===== src/rtl/fft_pkg.sv =====
`default_nettype none
// +----------------------------------------------------------------------------+
// | Module      : fft_pkg                                                      |
// | Description : Shared definitions for the 16-point FFT path: frame size,     |
// |               sample counter width, frame sequencer state encoding and the  |
// |               radix-2 twiddle-factor constants used by the FFT.             |
// | Revision    : 1.0 - initial release                                        |
// +----------------------------------------------------------------------------+
package fft_pkg;

  localparam int FFT_N     = 16;
  localparam int FFT_CNT_W = 4;
  localparam int FFT_FRM_W = 8;
  localparam int FFT_TW_W  = 16;

  // Frame sequencer states.
  typedef enum logic [0:0] {
    FILL = 1'b0,
    HOLD = 1'b1
  } fft_state_e;

  // W_16^k = exp(-j*2*pi*k/16) for k = 0..7, Q1.15 signed.
  // Full scale +1.0 is saturated to 32767.
  function automatic logic signed [FFT_TW_W-1:0] twiddle_re(input logic [2:0] k);
    logic signed [FFT_TW_W-1:0] v;
    v = '0;
    case (k)
      3'd0: v = 16'sd32767;
      3'd1: v = 16'sd30274;
      3'd2: v = 16'sd23170;
      3'd3: v = 16'sd12540;
      3'd4: v = 16'sd0;
      3'd5: v = -16'sd12540;
      3'd6: v = -16'sd23170;
      3'd7: v = -16'sd30274;
      default: v = '0;
    endcase
    return v;
  endfunction

  function automatic logic signed [FFT_TW_W-1:0] twiddle_im(input logic [2:0] k);
    logic signed [FFT_TW_W-1:0] v;
    v = '0;
    case (k)
      3'd0: v = 16'sd0;
      3'd1: v = -16'sd12540;
      3'd2: v = -16'sd23170;
      3'd3: v = -16'sd30274;
      3'd4: v = -16'sd32767;
      3'd5: v = -16'sd30274;
      3'd6: v = -16'sd23170;
      3'd7: v = -16'sd12540;
      default: v = '0;
    endcase
    return v;
  endfunction

endpackage : fft_pkg
`default_nettype wire


===== src/rtl/fft_frame_ctrl.sv =====
`default_nettype none
// +----------------------------------------------------------------------------+
// | Module      : fft_frame_ctrl                                               |
// | Description : Frame sequencer between the FIR output and the 16-point FFT.  |
// |               Gates the FFT window shift register on accepted samples,     |
// |               freezes it after N samples and flags the FFT outputs valid   |
// |               until the downstream analyser takes the frame.               |
// | Revision    : 1.0 - initial release                                        |
// +----------------------------------------------------------------------------+
// | Ports                                                                      |
// |   clk        in   clock, rising edge                                       |
// |   rst        in   synchronous active-high reset                            |
// |   fir_valid  in   FIR sample offered this cycle                            |
// |   fir_ready  out  sample will be accepted this cycle (FILL)                |
// |   abort      in   discard partial/held frame, restart filling              |
// |   out_ready  in   analyser consumes the held frame (HOLD only)             |
// |   win_shift  out  FFT window shift enable = fir_valid & fir_ready          |
// |   fft_valid  out  window full and frozen, FFT outputs valid (HOLD)         |
// |   sample_cnt out  samples held in the current frame                        |
// |   frame_cnt  out  frames handed off, wraps                                 |
// |   overrun    out  sticky: sample offered while not ready                    |
// +----------------------------------------------------------------------------+
module fft_frame_ctrl
  import fft_pkg::*;
#(
  parameter int N     = FFT_N,
  parameter int CNT_W = FFT_CNT_W,
  parameter int FRM_W = FFT_FRM_W
) (
  input  logic             clk,
  input  logic             rst,
  input  logic             fir_valid,
  output logic             fir_ready,
  input  logic             abort,
  input  logic             out_ready,
  output logic             win_shift,
  output logic             fft_valid,
  output logic [CNT_W-1:0] sample_cnt,
  output logic [FRM_W-1:0] frame_cnt,
  output logic             overrun
);

  localparam logic [CNT_W-1:0] C_LAST = CNT_W'(N - 1);

  fft_state_e       r_state;
  logic [CNT_W-1:0] r_sample_cnt;
  logic [FRM_W-1:0] r_frame_cnt;
  logic             r_overrun;
  logic             w_fir_ready;

  // Handshake outputs decode straight from the registered state so they are
  // glitch-free and available from the first cycle after any edge.
  assign w_fir_ready = (r_state == FILL);
  assign fir_ready   = w_fir_ready;
  assign fft_valid   = (r_state == HOLD);
  // An abort-cycle sample still shifts the window; it is simply not counted,
  // and the following N counted samples overwrite it.
  assign win_shift   = fir_valid & w_fir_ready;

  assign sample_cnt  = r_sample_cnt;
  assign frame_cnt   = r_frame_cnt;
  assign overrun     = r_overrun;

  always_ff @(posedge clk) begin
    if (rst) begin
      r_state      <= FILL;
      r_sample_cnt <= '0;
      r_frame_cnt  <= '0;
      r_overrun    <= 1'b0;
    end else begin
      // A dropped sample is recorded regardless of abort/handoff in that cycle.
      if (fir_valid && !w_fir_ready) begin
        r_overrun <= 1'b1;
      end

      if (abort) begin
        r_state      <= FILL;
        r_sample_cnt <= '0;
      end else begin
        case (r_state)
          FILL: begin
            if (fir_valid) begin
              if (r_sample_cnt == C_LAST) begin
                r_state      <= HOLD;
                r_sample_cnt <= '0;
              end else begin
                r_sample_cnt <= r_sample_cnt + CNT_W'(1);
              end
            end
          end
          HOLD: begin
            if (out_ready) begin
              r_state     <= FILL;
              r_frame_cnt <= r_frame_cnt + FRM_W'(1);
            end
          end
          default: begin
            r_state      <= FILL;
            r_sample_cnt <= '0;
          end
        endcase
      end
    end
  end

endmodule : fft_frame_ctrl
`default_nettype wire


===== config.mk =====
export PLATFORM = sky130hd
export DESIGN_NAME = fft_frame_ctrl
export DESIGN_NICKNAME = d
export VERILOG_FILES = /design/src/rtl/fft_pkg.sv /design/src/rtl/fft_frame_ctrl.sv
export SDC_FILE = /design/constraint.sdc
export NUM_CORES = 1
export LEC_CHECK = 0
export CAP_MARGIN = 5
export CORE_UTILIZATION = 42
export CTS_CLUSTER_DIAMETER = 80
export DETAILED_ROUTE_END_ITERATION = 8
export GPL_TIMING_DRIVEN = 0
export PLACE_DENSITY_LB_ADDON = 0.1
export SLEW_MARGIN = 20
export SYNTH_ARGS = -nofsm -noshare
export SYNTH_HDL_FRONTEND = slang
export SYNTH_SLANG_ARGS = --single-unit

===== constraint.sdc =====
create_clock -name clk -period 1.7 [get_ports clk]
set_input_delay 0.51 -clock clk [delete_from_list [all_inputs] [get_ports clk]]
set_output_delay 0.51 -clock clk [all_outputs]
set_load 0.1 [all_outputs]

## Word level (Yosys, flattened, before mapping)

Cells that the tools add are included.

- Bits in registers: 14
- Bits of input ports: 5
- Output and inout bits: 16

- $add $sub $neg: 2
- Equal/unequal tests: 1
- Muxes and demuxes: 5
- Bitwise operators: 3
- Reduce and logical (&&, ||, !) cells: 4

Operator list:

| cell | number |
|---|---|
| $add A8 B1 Y8 const B | 1 |
| $add A4 B1 Y4 const B | 1 |
| $eq A4 B4 Y1 const B | 1 |
| $mux W4 | 1 |
| $mux W1 | 3 |
| $reduce_and A3 Y1 | 1 |
| $not A1 Y1 | 2 |
| $pmux W1 S2 | 1 |
| $reduce_and A2 Y1 | 1 |
| $reduce_or A2 Y1 | 1 |
| $and A1 B1 Y1 | 1 |
| $logic_and A1 B1 Y1 | 1 |

## Longest topological paths before layout

Gate-level depths: netlist of the first run.

- Word-level depth: 4
- Mapped depth: 4
- Mapped depth without buffers: 4

## Worst setup path before layout of the first run

No wires, ideal clock.

- Kind: flip-flop to output port
- Start: register r_state (netlist: fft_valid)
- End: output port fir_ready
- Data arrival time: 1,790 ps
- Required time: 1,190 ps
- Slack: -600 ps
- Cell stages (with the launch flop): 2
- Buffers on the path: 0
- Cell sequence: dfxtp_1 inv_1

- Cells in the longest elaborated chain, start to end: 1

Ends and longest elaborated chain:

| element | line | RTL |
|---|---|---|
| from (decl) | fft_frame_ctrl.sv:45 | `fft_state_e r_state;` |
| from (signal assigned) | fft_frame_ctrl.sv:66 | `r_state <= FILL;` |
| from (signal assigned) | fft_frame_ctrl.sv:77 | `r_state <= FILL;` |
| from (signal assigned) | fft_frame_ctrl.sv:84 | `r_state <= HOLD;` |
| $not A1 Y1 | -- |  |
| to (decl) | fft_frame_ctrl.sv:33 | `output logic fir_ready,` |

No other way between the ends.

## Final worst setup path of the first run

- Start: register r_state (netlist: fft_valid)
- End: output port win_shift

- Cells in the longest elaborated chain, start to end: 2

Ends and longest elaborated chain:

| element | line | RTL |
|---|---|---|
| $not A1 Y1 | -- |  |
| $and A1 B1 Y1 | fft_frame_ctrl.sv:58 | `assign win_shift = fir_valid & w_fir_ready;` |
| to (decl) | fft_frame_ctrl.sv:36 | `output logic win_shift,` |

No other way between the ends.

==> out/qor.yml, run 1 <==
areaGrowthSynthToFinish_pct: 34.7
antenna_cells: 0
hold_buffers: 0
synth.cell_area_um2: 624
cts.clk_slew.worst_paths_ns: 0.09
netlist.top_cell.by_area: "dfxtp_1"
max-cap-violations: 0
rsz0062_at_grt: "no"
synth_top_area_share_pct: 44.9
power_density_nw_per_um2: 741
clockRootBuffer: "clkbuf_4"
yosys_register_bits: 14
drt_pass1_iterations: 4
worstPathMaxFanout: 8
io_pins: 21
endpoint_kind: "output pin"
async_flop_share_pct: 0
start_util_pct: 46.8
setup_viol: 0
drc: 0
grt_usage_pct: 17.1
htreeDepth: 1
hold_path.class: "register to register"
numCtsBuffers: 3
dr_total_vias: 562
required_ns: 1.19
synth_cell_types: 25
period_needed_ns: 1.64
grt_overflow: 0
seq_area_frac_synth_pct: 44.9
die_y_um: 40.6
yosys-top-cells-count: "dfxtp_1, a21oi_1, or3_1, nand2_1, o21ai_0"
clock_sinks: 14
dpl.hpwl_um: 936
cp-start-kind: "register"
fmaxAchievable_ghz: 0.609
grt_pass1_wl_um: 1760
syn_inst: 67
row_count: 13
synth.area.top_cells: "dfxtp_1, a21oi_1, or3_1"
cellLeakagePower_nw: 0.371
rrSetupSlack_ns: 0.35
cp.arrival_ns: 1.13
finalSetupTns_ns: 0
critical_path_class: "register to output pin"
synth.most_common_cell: "dfxtp_1"
synth_flop_cell: "dfxtp_1"
vdd_drop_max_v: 0.000446
clockBufferDepth: 2
place_congestion: 0.778
cts_setup_buffers: 0
first_global_vias: 395
wl_um: 1270
nets: 99
status: "finished clean"
via_per_inst: 5.30
synth.avg_cell_area_um2: 9.32
antenna_found_initial: 0
fin_crit_sh_pct: 96.6
core_area_um2: 1330
numPortBuffers: 20
whs_ns: 0.470
first_iter_violations: 9
slew_headroom_pct: 67.9
die_w_um: 40.6
grt_max_degree: 11
drive_gt1_share_pct: 38.5
die-area_um2: 1640
synth_enable_flop_cells: 0
cts_tree: "built"
finalHoldViolCount: 0
maxSlewViolCount: 0
syn_nets: 74
avgRoutedWirePerCell_um: 12.0
ant_nets: 0
worst_pin_slew_ns: 0.486
synth_warnings: 0
insertion_delay_ns: 0.28
clock_skew_ns: 0.00591
## stage by stage
stage	utilization [%]	std cells	setup slack (ns)	area, um2	power [mW]
finish	63.0	106	0.0570	841	0.623
floorplan	-	67	-0.00232	652	0.370
detailed placement	65.3	102	-1.20	871	0.393
global placement	65.3	102	-1.20	871	0.393
global route	63.0	106	0.0121	841	0.648
CTS	64.2	106	-0.0267	856	0.633
## worst max-delay path, stage by stage, from the launching register on
cell and delay (ns):
dfxtp_4 0.40, nand2b_4 0.15, clkinvlp_4 0.12, buf_12 0.18
## area by class of cell
cell class,count,area [um2]
Buffer,1,3.75
Clock buffer,4,36.3
Fill cell,135,493
Inverter,2,11.3
Multi-Input combinational cell,50,340
Sequential cell,14,297
Tap cell,15,18.8
Timing Repair Buffer,20,134
## timing repair
| action | in CTS | in global routing |
|---|---|---|
| pin swaps | 0 | 0 |
| resized for setup | 80 | 10 |
| setup endpoints to repair | 18 | 8 |
## placed cells by master (no fill, tap or decap)
master	count
a211oi_1	2
a21oi_1	7
a2bb2oi_1	1
and3_1	1
buf_12	1
buf_2	14
clkbuf_1	1
clkbuf_2	1
clkbuf_4	4
clkbuf_8	1
clkdlybuf4s50_1	1
clkinvlp_4	1
dfxtp_1	3
dfxtp_2	10
dfxtp_4	1
dlygate4sd2_1	1
dlymetal6s2s_1	1
ha_1	2
inv_1	1
mux2i_1	2
nand2_1	4
nand2b_4	1
nand3_1	1
nand3b_1	2
nand3b_4	1
nand4_1	2
nand4b_1	1
nor2_1	3
nor2b_1	1
nor3_1	3
o21ai_0	4
o31ai_1	2
or3_1	5
or4_1	2
xnor2_1	1
xor2_1	2
## path summary, 6_finish.rpt
| path | depth (start not counted) | to | startpoint |
|---|---|---|---|
| max | 3 | win_shift | fft_valid |
| min | 2 | overrun | overrun |
| max reg2reg | 4 | sample_cnt[0] | sample_cnt[0] |
| min reg2reg | 2 | overrun | overrun |
## power by group
part | switching (mW) | internal, mW
combinational | 0.0367 | 0.0182
sequential | 0.00203 | 0.328
clock | 0.108 | 0.130
## per-layer routing
metal | share of wire, % | wire length (um) | track usage [%] | vias to the layer above
li1 | - | - | - | 295
met1 | 50 | 632 | 24.0 | 247
met2 | 43 | 543 | 21.4 | 16
met3 | 5.0 | 64 | 6.67 | 4
met4 | 2.6 | 33 | 10.0 | 0
met5 | 0 | 0 | 0 | -
## registers in the layout, summed over array words and instances (netlist names)
register / cells
fft_valid: 1
frame_cnt: 8
sample_cnt: 4
overrun: 1
## cell families (layout without fill, tap and decap cells)
family	count (synthesis)	after routing	synth area share [%]
adders and majority gates	2	2	4.01
and+or+nand+nor	27	27	26.9
AOI/OAI and AO/OA	16	16	15.0
buffers and inverters	3	27	1.80
DFF	14	14	44.9
muxes	2	2	3.21
xor gates and xnor gates	3	3	4.21
Power figures use the tool's default switching activity.
==> inputs of run 2 (changes only) <==
- CELL_PAD_IN_SITES_DETAIL_PLACEMENT: unset -> 0
- CELL_PAD_IN_SITES_GLOBAL_PLACEMENT: unset -> 1
- CORE_ASPECT_RATIO: unset -> 0.75
- CORE_UTILIZATION: 42 -> 33
- CTS_BUF_LIST: unset -> sky130_fd_sc_hd__clkbuf_4 sky130_fd_sc_hd__clkbuf_8
==> run 2 against run 1 <==
Combinational power rose by 4.7%. Critical path type unchanged. Clock-buffer cell count stayed put. Wire length up 13%. Power grew 0.82%. Register-to-register slack hardly changed. First-iteration DRC count increased by 56%. Utilization fell by 14 points. Setup slack got worse by 0.0054 ns. Cell area increased by 2.8%. Critical endpoint unchanged.
==> out/qor.yml, run 2 (synthesized netlist as in run 1, its figures left out) <==
power_density_nw_per_um2: 726  # was 741 nW/um2
cp-start-kind: "register"  # unchanged
p_comb_share_pct: 9.1  # was 8.8%
row_count: 13  # unchanged
grt_pass1_wl_um: 2230  # was 1760 um
cts_tree: "built"  # unchanged
start_util_pct: 35.5  # was 46.8%
critPathBufInv: 2  # unchanged
maxSlewViolCount: 0  # unchanged
vdd_drop_max_v: 0.000444  # was 0.000446 V
clockRootBuffer: "clkbuf_4"  # unchanged
ant_nets: 0  # unchanged
period_needed_ns: 1.65  # was 1.64 ns
crit_family: "flip-flops"  # unchanged
seqPwrFrac_pct: 52.5  # was 52.9%
grt_overflow: 0  # unchanged
cts.clk_slew.worst_paths_ns: 0.08  # was 0.09 ns
antenna_cells: 0  # unchanged
nets: 101  # was 99
dr_total_vias: 583  # was 562
finalNonFillerCells: 115  # was 106
grt_max_degree: 11  # unchanged
p_int_mw: 0.478  # was 0.476 mW
dp.cells: 109  # was 102
antenna_found_initial: 0  # unchanged
switchingPower_mw: 0.150  # was 0.147 mW
cellLeakagePower_nw: 0.380  # was 0.371 nW
r2r_end: "sample_cnt[0]"  # unchanged
slowest_stage: "dfxtp_4"  # unchanged
numPortBuffers: 20  # unchanged
avgRoutedWirePerCell_um: 12.5  # was 12.0 um
core_area_um2: 1760  # was 1330 um2
io_pins: 21  # unchanged
die_y_um: 39.7  # was 40.6 um
clockBufferDepth: 2  # unchanged
worst_pin_slew_ns: 0.489  # was 0.486 ns
rsz0062_at_grt: "yes"  # was no
cp.arrival_ns: 1.14  # was 1.13 ns
fin_area_um2: 865  # was 841 um2
clock_sinks: 14  # unchanged
hold_depth: 2  # unchanged
slew_headroom_pct: 67.6  # was 67.9%
wl_um: 1430  # was 1270 um
mostFrequentLayoutCells: "buf_2, dfxtp_2, a21oi_1, or3_1"  # unchanged
finalHoldViolCount: 0  # unchanged
die_w_um: 52.2  # was 40.6 um
dpl.hpwl_um: 1050  # was 936 um
place_congestion: 0.723  # was 0.778
grt_usage_pct: 15.5  # was 17.1%
switching_share_pct: 23.9  # was 23.6%
drc: 0  # unchanged
worstPathMaxFanout: 8  # unchanged
fin_crit_sh_pct: 97.0  # was 96.6%
die-area_um2: 2070  # was 1640 um2
numCtsBuffers: 3  # unchanged
rrSetupSlack_ns: 0.34  # was 0.35 ns
whs_ns: 0.477  # was 0.470 ns
largest_reg_flops: 8  # unchanged
insertion_delay_ns: 0.28  # about the same
placed_area_um2: 880  # was 871 um2
drt_pass1_iterations: 4  # unchanged
max-cap-violations: 0  # unchanged
required_ns: 1.19  # about the same
layout_commonest_cell: "buf_2"  # unchanged
status: "finished clean"  # unchanged
htreeDepth: 1  # unchanged
fmaxAchievable_ghz: 0.607  # was 0.609 GHz
endpoint_kind: "output pin"  # unchanged
drive_gt1_share_pct: 39.8  # was 38.5%
clock_skew_ns: 0.00240  # was 0.00591 ns
worst_path_largest_cell_delay_ns: 0.40  # about the same
first_iter_violations: 14  # was 9
crit_chain: "nand2b_4 > clkinvlp_4 > buf_12"  # unchanged
first_global_vias: 469  # was 395
r2r_start: "sample_cnt[0]"  # unchanged
areaGrowthSynthToFinish_pct: 38.5  # was 34.7%
clkPwrFrac_pct: 38.3  # about the same
hold_path.class: "register to register"  # unchanged
critical_path_class: "register to output pin"  # unchanged
via_per_inst: 5.07  # was 5.30
min_from: "overrun"  # unchanged
setup_viol: 0  # unchanged
min_to: "overrun"  # unchanged
r2r_cells: 4  # unchanged
-- run 2: cell types whose count changed in the layout (fill, tap and decap cells not counted) --
cell   previous run  this run
buf_4             0         2
-- run 2: final cells by class --
cell class                      count  area (um2)
Buffer                              1        3.75
Clock buffer                        4        36.3
Timing Repair Buffer               22         149
Tap cell                           22        27.5
Inverter                            2        11.3
Sequential cell                    14         297
Multi-Input combinational cell     50         340
Fill cell                         179         892
-- run 2: stage by stage --
stage	power, mW	setup TNS (ns)	setup WS [ns]	utilization [%]
2_1_floorplan	0.370	-0.00232	-0.00232	-
3_3_place_gp	0.394	-7.57	-1.23	50.1
3_5_place_dp	0.394	-7.64	-1.23	50.1
4_1_cts	0.629	-0.0593	-0.0593	48.7
5_1_grt	0.654	-0.00879	-0.00879	49.2
6_report	0.628	0	0.0515	49.2
-- run 2: tightest hold or removal path, stage by stage, from the launching register on --
cell     delay (ns)
dfxtp_1        0.33
a21oi_1        0.04
nor2_1         0.07
-- run 2: power groups by stage --
stage | Clock (mW) | Sequential (mW) | Combinational (mW)
6_report | 0.241 | 0.330 | 0.0574
4_1_cts | 0.243 | 0.330 | 0.0554
3_3_place_gp | 0 | 0.338 | 0.0562
3_5_place_dp | 0 | 0.338 | 0.0567
5_1_grt | 0.263 | 0.330 | 0.0610
2_1_floorplan | 0 | 0.348 | 0.0221
-- run 2: worst max path at each step --
stage | cells after the start | to | from
after global placement | 4 | win_shift | fir_valid
after CTS | 4 | win_shift | fir_valid
after floorplan | 2 | win_shift | fft_valid
final | 3 | win_shift | fft_valid
after global routing | 3 | win_shift | fft_valid
after detailed placement | 4 | win_shift | fir_valid
-- run 2: routing by layer --
layer	vias to the layer above	track usage [%]	share of wire, %
met5	-	0	0
met4	0	1.97	0
met3	0	8.14	6.8
met2	13	20.2	40
met1	268	22.2	53
li1	302	-	-
-- run 2: what timing repair did --
item,CTS,global route
setup endpoints to repair,20,8
hold buffers,0,0
buffers inserted,0,2
pin swaps,0,1
resized for setup,81,9
==> inputs of run 3 (changes only) <==
- CELL_PAD_IN_SITES_DETAIL_PLACEMENT: 0 -> 1
- CELL_PAD_IN_SITES_GLOBAL_PLACEMENT: 1 -> 2
- CORE_MARGIN: unset -> 2
- CORE_UTILIZATION: 33 -> 26
- GPL_ROUTABILITY_DRIVEN: unset -> 0
==> run 3 against run 2 <==
First-iteration DRC count shrank 29%. Global-route usage decreased by 2.0 points. Wire length is 15% higher. Critical path type unchanged. Clock power is 9.1% lower. Clock skew up 0.0024 ns. Power shrank 3.2%. Non-clock buffer count increased by 1. Final cell count grew 11%. Die area increased by 36%. Worst hold slack improved by 0.0019 ns. Setup slack got worse by 0.0036 ns. Largest power group unchanged.
==> out/qor.yml, run 3 (synthesized netlist as in run 1, its figures left out) <==
row_count: 15  # was 13
vdd_drop_max_v: 0.000371  # was 0.000444 V
crit_path_end: "win_shift"  # unchanged
cp-start-kind: "register"  # unchanged
required_ns: 1.19  # about the same
first_iter_violations: 10  # was 14
grt_pass1_wl_um: 2730  # was 2230 um
htreeDepth: 1  # unchanged
numPortBuffers: 20  # unchanged
layout_commonest_cell: "buf_2"  # unchanged
core_area_um2: 2290  # was 1760 um2
insertion_delay_ns: 0.28  # about the same
cellLeakagePower_nw: 0.382  # was 0.380 nW
fin_crit_sh_pct: 97.2  # was 97.0%
critical_path_class: "register to output pin"  # unchanged
cp.arrival_ns: 1.14  # about the same
start_util_pct: 27.3  # was 35.5%
drc: 0  # unchanged
slew_headroom_pct: 67.6  # about the same
setup_viol: 0  # unchanged
clockRootBuffer: "clkbuf_4"  # unchanged
finalHoldViolCount: 0  # unchanged
areaGrowthSynthToFinish_pct: 41.1  # was 38.5%
dr_total_vias: 602  # was 583
period_needed_ns: 1.65  # about the same
antenna_cells: 0  # unchanged
power_density_nw_per_um2: 690  # was 726 nW/um2
max-cap-violations: 0  # unchanged
io_pins: 21  # unchanged
mostFrequentLayoutCells: "buf_2, dfxtp_2, a21oi_1, or3_1, clkbuf_4"  # was buf_2, dfxtp_2, a21oi_1, or3_1
clock_skew_ns: 0.00478  # was 0.00240 ns
wl_um: 1650  # was 1430 um
dpl.hpwl_um: 1160  # was 1050 um
avgRoutedWirePerCell_um: 12.9  # was 12.5 um
cts_tree: "built"  # unchanged
nets: 102  # was 101
antenna_found_initial: 0  # unchanged
grt_overflow: 0  # unchanged
ant_nets: 0  # unchanged
r2r_cells: 4  # unchanged
fmaxAchievable_ghz: 0.605  # was 0.607 GHz
finish.utilization_pct: 38.5  # was 49.2%
r2r_end: "sample_cnt[0]"  # unchanged
largest_reg_flops: 8  # unchanged
clockBufferDepth: 2  # unchanged
hold_path.class: "register to register"  # unchanged
via_per_inst: 4.70  # was 5.07
first_global_vias: 546  # was 469
status: "finished clean"  # unchanged
drive_gt1_share_pct: 40.4  # was 39.8%
clock_sinks: 14  # unchanged
grt_max_degree: 11  # unchanged
worstPathMaxFanout: 8  # unchanged
grt_usage_pct: 13.5  # was 15.5%
r2r_start: "sample_cnt[0]"  # unchanged
die_w_um: 60.6  # was 52.2 um
worst_pin_slew_ns: 0.490  # was 0.489 ns
whs_ns: 0.479  # was 0.477 ns
die-area_um2: 2810  # was 2070 um2
maxSlewViolCount: 0  # unchanged
die_y_um: 46.4  # was 39.7 um
rsz0062_at_grt: "yes"  # unchanged
endpoint_kind: "output pin"  # unchanged
cts.clk_slew.worst_paths_ns: 0.09  # was 0.08 ns
setup.worst_path.start: "fft_valid"  # unchanged
drt_pass1_iterations: 3  # was 4
rrSetupSlack_ns: 0.33  # was 0.34 ns
numCtsBuffers: 3  # unchanged
==> run 3: cell count changes in the layout (fill, tap and decap cells not counted) <==
cell,delta
clkbuf_4,+1
clkbuf_8,-1
buf_4,+1
==> run 3: what timing repair did <==
action	CTS	global route
resized for setup	83	7
hold buffers	0	0
setup endpoints to repair	20	5
buffers inserted	1	2
==> run 3: final cells by class <==
cell class	count	area, um2
multi-input cells	50	340
repair buffers	23	156
clock buffers	4	30.0
plain buffers	1	3.75
flip-flops and latches	14	297
fillers	290	1410
well taps	34	42.5
inverters	2	11.3
==> run 3: worst max-delay path, stage by stage, from the launching register on <==
cell and delay (ns):
dfxtp_4 0.40, nand2b_4 0.15, clkinvlp_4 0.12, buf_12 0.18
==> run 3: how the worst min path moves through the flow <==
stage,slack [ns],from,depth (start not counted),end
floorplan,0.57,rst,1,frame_cnt[2]
global placement,0.45,overrun,2,overrun
detailed placement,0.46,overrun,2,overrun
CTS,0.49,overrun,2,overrun
global route,0.52,frame_cnt[7],2,frame_cnt[7]
finish,0.48,overrun,2,overrun
==> run 3: through the flow <==
| step | power (mW) | setup TNS (ns) | std cells | setup WS, ns | area (um2) |
|---|---|---|---|---|---|
| 6_report | 0.608 | 0 | 128 | 0.0479 | 881 |
| 5_1_grt | 0.646 | -0.0173 | 128 | -0.0173 | 881 |
| 4_1_cts | 0.615 | -0.0495 | 126 | -0.0495 | 870 |
| 3_5_place_dp | 0.395 | -8.19 | 121 | -1.23 | 895 |
| 3_3_place_gp | 0.394 | -7.95 | 121 | -1.23 | 895 |
| 2_1_floorplan | 0.370 | -0.00232 | 67 | -0.00232 | 652 |
==> run 3: metal layers <==
metal  track usage (%)  share of wire (%)
met3              6.18                5.6
met4              2.61               0.61
met5                 0                  0
met1              19.4                 50
met2              18.3                 44
==> run 3: power by group <==
| group | total (mW) | switching, mW | internal (mW) | leakage (nW) |
|---|---|---|---|---|
| Combinational | 0.0600 | 0.0389 | 0.0211 | 0.245 |
| Sequential | 0.330 | 0.00197 | 0.328 | 0.119 |
| Clock | 0.219 | 0.111 | 0.107 | 0.0184 |
